File: config.mk
export PLATFORM = sky130hd
export DESIGN_NAME = adder_subtractor_24bit_flat
export DESIGN_NICKNAME = d
export VERILOG_FILES = /design/src/rtl/adder_subtractor_24bit_if.sv /design/src/rtl/adder_subtractor_24bit.sv /design/src/flat_wrapper.sv
export SDC_FILE = /design/constraint.sdc
export NUM_CORES = 1
export LEC_CHECK = 0
export CORE_MARGIN = 2
export CORE_UTILIZATION = 45
export CTS_CLUSTER_DIAMETER = 200
export DETAILED_ROUTE_END_ITERATION = 10
export HOLD_SLACK_MARGIN = 0.12
export PLACE_DENSITY = 0.9
export SKIP_LAST_GASP = 1
export SLEW_MARGIN = 20
export SYNTH_ARGS = -nofsm -noshare
export SYNTH_HDL_FRONTEND = slang
export SYNTH_SLANG_ARGS = --single-unit
File: constraint.sdc
create_clock -name clk -period 3.6 [get_ports clk]
set_clock_uncertainty 0.2 [all_clocks]
set_input_delay 0.36 -clock clk [delete_from_list [all_inputs] [get_ports clk]]
set_output_delay 0.36 -clock clk [all_outputs]
set_load 0.02 [all_outputs]
File: src/rtl/adder_subtractor_24bit_if.sv
// Operand/result bundle for the 24-bit mantissa adder/subtractor.
// The master drives the operands and op select; the slave returns the registered result.
interface adder_subtractor_24bit_if;
  logic [23:0] reg1;
  logic [23:0] reg2;
  logic        op;
  logic [23:0] result;
  logic        cout;

  modport master (
    output reg1,
    output reg2,
    output op,
    input  result,
    input  cout
  );

  modport slave (
    input  reg1,
    input  reg2,
    input  op,
    output result,
    output cout
  );
endinterface

File: src/rtl/adder_subtractor_24bit.sv
// Registered 24-bit unsigned adder/subtractor: six 4-bit carry-lookahead groups of
// full-adder cells, B conditioned by XOR with op, carry-in = op, one-cycle latency.

module adder_subtractor_24bit_fa (
  input  logic a_i,
  input  logic b_i,
  input  logic c_i,
  output logic s_o,
  output logic p_o,
  output logic g_o
);
  // Cell exposes propagate/generate so the group can compute its carries in parallel.
  assign p_o = a_i ^ b_i;
  assign g_o = a_i & b_i;
  assign s_o = p_o ^ c_i;
endmodule

module adder_subtractor_24bit_cla4 (
  input  logic [3:0] a_i,
  input  logic [3:0] b_i,
  input  logic       cin_i,
  output logic [3:0] s_o,
  output logic       cout_o
);
  logic [3:0] p;
  logic [3:0] g;
  logic [4:0] c;

  assign c[0] = cin_i;
  assign c[1] = g[0] | (p[0] & cin_i);
  assign c[2] = g[1] | (p[1] & g[0]) | (p[1] & p[0] & cin_i);
  assign c[3] = g[2] | (p[2] & g[1]) | (p[2] & p[1] & g[0])
              | (p[2] & p[1] & p[0] & cin_i);
  assign c[4] = g[3] | (p[3] & g[2]) | (p[3] & p[2] & g[1])
              | (p[3] & p[2] & p[1] & g[0]) | (p[3] & p[2] & p[1] & p[0] & cin_i);
  assign cout_o = c[4];

  genvar gi;
  generate
    for (gi = 0; gi < 4; gi++) begin : g_cell
      adder_subtractor_24bit_fa u_fa (
        .a_i (a_i[gi]),
        .b_i (b_i[gi]),
        .c_i (c[gi]),
        .s_o (s_o[gi]),
        .p_o (p[gi]),
        .g_o (g[gi])
      );
    end
  endgenerate
endmodule

module adder_subtractor_24bit (
  input  logic                     clk,
  input  logic                     rst,
  adder_subtractor_24bit_if.slave  bus
);
  localparam int NGROUPS = 6;

  logic [23:0]      b_cond;
  logic [NGROUPS:0] grp_c;
  logic [23:0]      result_d;
  logic             cout_d;
  logic [23:0]      result_q;
  logic             cout_q;

  // Subtraction is A + ~B + 1, so op doubles as the inversion mask and the carry-in.
  assign b_cond   = bus.reg2 ^ {24{bus.op}};
  assign grp_c[0] = bus.op;

  genvar gi;
  generate
    for (gi = 0; gi < NGROUPS; gi++) begin : g_grp
      adder_subtractor_24bit_cla4 u_cla (
        .a_i    (bus.reg1[gi*4 +: 4]),
        .b_i    (b_cond[gi*4 +: 4]),
        .cin_i  (grp_c[gi]),
        .s_o    (result_d[gi*4 +: 4]),
        .cout_o (grp_c[gi+1])
      );
    end
  endgenerate

  assign cout_d = grp_c[NGROUPS];

  // Constant reset values keep unknown operands out of the outputs while rst is high.
  always_ff @(posedge clk) begin
    if (rst) begin
      result_q <= 24'h000000;
      cout_q   <= 1'b0;
    end else begin
      result_q <= result_d;
      cout_q   <= cout_d;
    end
  end

  assign bus.result = result_q;
  assign bus.cout   = cout_q;
endmodule

File: src/flat_wrapper.sv
// flat-port wrapper written by rule: the top's interface ports become plain ports
module adder_subtractor_24bit_flat 
  (clk, rst, bus_reg1, bus_reg2, bus_op, bus_result, bus_cout);
  adder_subtractor_24bit_if bus_i ();
  input  logic clk;
  input  logic rst;
  input wire logic [$bits(bus_i.reg1)-1:0] bus_reg1;
  input wire logic [$bits(bus_i.reg2)-1:0] bus_reg2;
  input wire logic [$bits(bus_i.op)-1:0] bus_op;
  output wire logic [$bits(bus_i.result)-1:0] bus_result;
  output wire logic [$bits(bus_i.cout)-1:0] bus_cout;
  assign bus_i.reg1 = bus_reg1;
  assign bus_i.reg2 = bus_reg2;
  assign bus_i.op = bus_op;
  assign bus_result = bus_i.result;
  assign bus_cout = bus_i.cout;
  adder_subtractor_24bit u_core (.clk(clk), .rst(rst), .bus(bus_i));
endmodule
==> results by group <==
Synth
  • Syn Area/Cell: 8.97 sq um
  • Yosys synthesis warning count: 0
  • Syn nets: 304
  • Gate Count Post-Synth: 224
  • Post-synthesis sequential area ratio: 24.9%
  • Cell Area, Synth: 0.00201 sq mm
  • #FFs+latches synth: 25
  • Post-synth EDFFs: 0
  • Synth cell types: 48
  • Async S/R FF share, synth: 0%
  • Synth Flop Type: dfxtp_1

Timing
  • Final Critical Period: 3370 ps
  • Fmax: 297 MHz
  • # setup viols final: 0
  • Fin Hold WS: 617 ps
  • Final cycle utilization of the critical path: 93.6%
  • Slew Limit Fails: 0
  • Unrepaired setup endpoints after global routing: false
  • Worst Tran Pin Value: 580 ps
  • Max_slew headroom: 61.2%
  • Endpoints failing hold: 0

Clock network
  • CTS resizes: 0
  • Post-CTS setup buffer count: 0
  • Clock sink count: 25
  • Maximum clock insertion buffer count: 2
  • H-tree depth: 1
  • Clock transition at the registers of the reported paths: 90 ps
  • Total CTS buffers: 3
  • CTS tree: yes
  • CTS root buffer: clkbuf_8
  • Cts hold-fix bufs: 0

Critical path
  • CP Max Fanout: 16
  • Critical Path RT: 3540 ps
  • Startpoint types: primary input
  • Critical path data arrival time: 3310 ps
  • Critical Path Sink Type: flip-flop
  • CP Class: primary input to flip-flop

Power
  • Switching part of the total: 36.1%
  • Comb power frac: 52.8%
  • Switching Power: 394 uW
  • Share of power burned in registers: 31.6%
  • Cell leakage power: 1.23 nW
  • VDD IR max: 0.000240 V
  • Pwr dens: 376 mW/mm^2
  • P_int: 697 uW
  • Clock power share: 15.6%

Floorplan
  • Die H: 70.8 um
  • I/O pin count: 76
  • Initial Util: 46.4%
  • Core ar.: 0.00432 sq mm
  • Full die area: 0.00501 sq mm
  • Placement row count: 24
  • Chip width: 70.8 um

Global route
  • First-pass GRT wire length: 8380 um
  • Initial antenna violation count: 0
  • Largest net degree at the start of global routing: 18
  • Vias in the first global route: 2,051
  • GRT Total Usage: 20.3%
  • Total gr overflow: 0

Routing
  • Final wirelength: 4810 um
  • Residual DRC: 0
  • DR iter-0 viols: 87
  • Antenna-violating nets left: 0
  • WL per Instance: 13.5 um
  • Initial DRT Pass Iterations: 4
  • Vias/cell: 5.35
  • Routed vias: 1,904

Place
  • RePlAce Congestion: 0.863
  • I/O Buffers: 75
  • DP Cell Count: 352
  • DP Wirelength: 4020 um

Finish
  • Area Overhead vs Synth: 44.6%
  • Commonest non-fill, non-tap cells in the layout: clkdlybuf4s50_1 (75), xor2_1 (29), dfxtp_1 (25), ha_1 (24), nor2_1 (20)
  • FF/Latch Area: 500 sq um
  • Post-Layout Cell Count: 356
  • Final #Nets: 385
  • Commonest non-fill, non-tap cell in the layout: clkdlybuf4s50_1
  • Share of cells above drive strength 1: 5.26%
  • Multi-input combinational cell area: 0.00144 sq mm
  • Diode count: 0
  • Fill cells: 356

Flow run
  • Max Cap Viol: 0

Status
  • Outcome: finished clean

Hold path
  • Hold Path Class: primary input to flip-flop
## cells in the mapped netlist, drive strengths merged (2+ instances only)
| cell type | number | share of area [%] |
|---|---|---|
| xor2 | 29 | 13 |
| dfxtp | 25 | 25 |
| ha | 24 | 15 |
| nor2 | 20 | 3.7 |
| nand2 | 11 | 2.1 |
| inv | 10 | 1.9 |
| a21oi | 9 | 2.2 |
| nor2b | 9 | 2.8 |
| nor3 | 7 | 1.7 |
| o21ai | 7 | 1.7 |
| a21o | 6 | 2.6 |
| a31oi | 6 | 2.6 |
| fa | 5 | 5.0 |
| nand4 | 5 | 2.3 |
| xnor2 | 5 | 2.2 |
| nand3 | 4 | 1.0 |
| or3 | 4 | 1.2 |
| buf | 3 | 0.93 |
| clkbuf | 3 | 0.56 |
| nor3b | 3 | 1.1 |
| o211ai | 3 | 1.1 |
| a21boi | 2 | 0.75 |
| and3 | 2 | 0.62 |
| o21a | 2 | 0.75 |
| o31ai | 2 | 0.75 |
## kinds of logic (layout without fill, tap and decap cells)
logic type | Yosys count | count (layout) | share of synthesized area, %
buffers and inverters | 16 | 96 | 3.36
AND/OR/NAND/NOR | 70 | 70 | 18.5
adder cells (fa/ha/maj) | 29 | 29 | 19.9
multiplexers | 2 | 2 | 1.06
AO/OA/AOI/OAI | 48 | 48 | 17.4
flip-flops | 25 | 25 | 24.9
XOR/XNOR | 34 | 34 | 14.8
## flip-flops by register name (all words and copies together) (netlist names)
| signal | flops |
|---|---|
| u_core.bus.result | 24 |
| u_core.bus.cout | 1 |
## final cells by class
type | instances | area share (%)
inverters | 10 | 1.29
multi-input cells | 183 | 49.6
flip-flops and latches | 25 | 17.2
clock buffers | 4 | 1.55
repair buffers | 82 | 28.1
well taps | 52 | 2.24
## per-stage QoR
stage / worst slack [ps] / power [mW] / area, sq um / util (%) / setup TNS (ps)
final: 231 / 1.09 / 2900 / 67.2 / 0
after global routing: 43.9 / 1.17 / 2900 / 67.2 / 0
after CTS: 239 / 1.10 / 2900 / 67.2 / 0
after detailed placement: -45.5 / 0.926 / 2860 / 66.1 / -56.4
after global placement: 55.2 / 0.907 / 2860 / 66.1 / 0
after floorplan: 288 / 0.692 / 2010 / - / 0
## worst max-delay path, stage by stage
cell and delay [ps]:
clkdlybuf4s50_1 500, buf_12 170, xor2_1 170, ha_1 290
a21oi_1 190, a21boi_1 140, a2111o_1 450, nor3b_1 310
nor2_1 120, fa_1 390, xnor2_1 170, nor2_1 50
## worst paths after layout
| check | slack [ps] | start | cells past startpoint | end |
|---|---|---|---|---|
| min | 620 | bus_reg1[23] | 4 | u_core.bus.cout |
| max | 230 | bus_op | 12 | u_core.bus.result[17] |
## metal layers
layer	vias up	track usage (%)	wire length, um
met2	57	38.8	2520
met4	0	7.34	108
met3	10	4.13	278
met1	874	21.7	1900
met5	-	0	0
li1	963	-	-
## power by group through the flow
stage          sequential (mW)  clock (mW)  combinational, mW
3_3_place_gp             0.350           0              0.557
6_report                 0.344       0.171              0.576
3_5_place_dp             0.351           0              0.575
4_1_cts                  0.345       0.174              0.578
5_1_grt                  0.351       0.185              0.633
2_1_floorplan            0.417           0              0.275
Note: power is estimated with default switching activity, not from simulation.
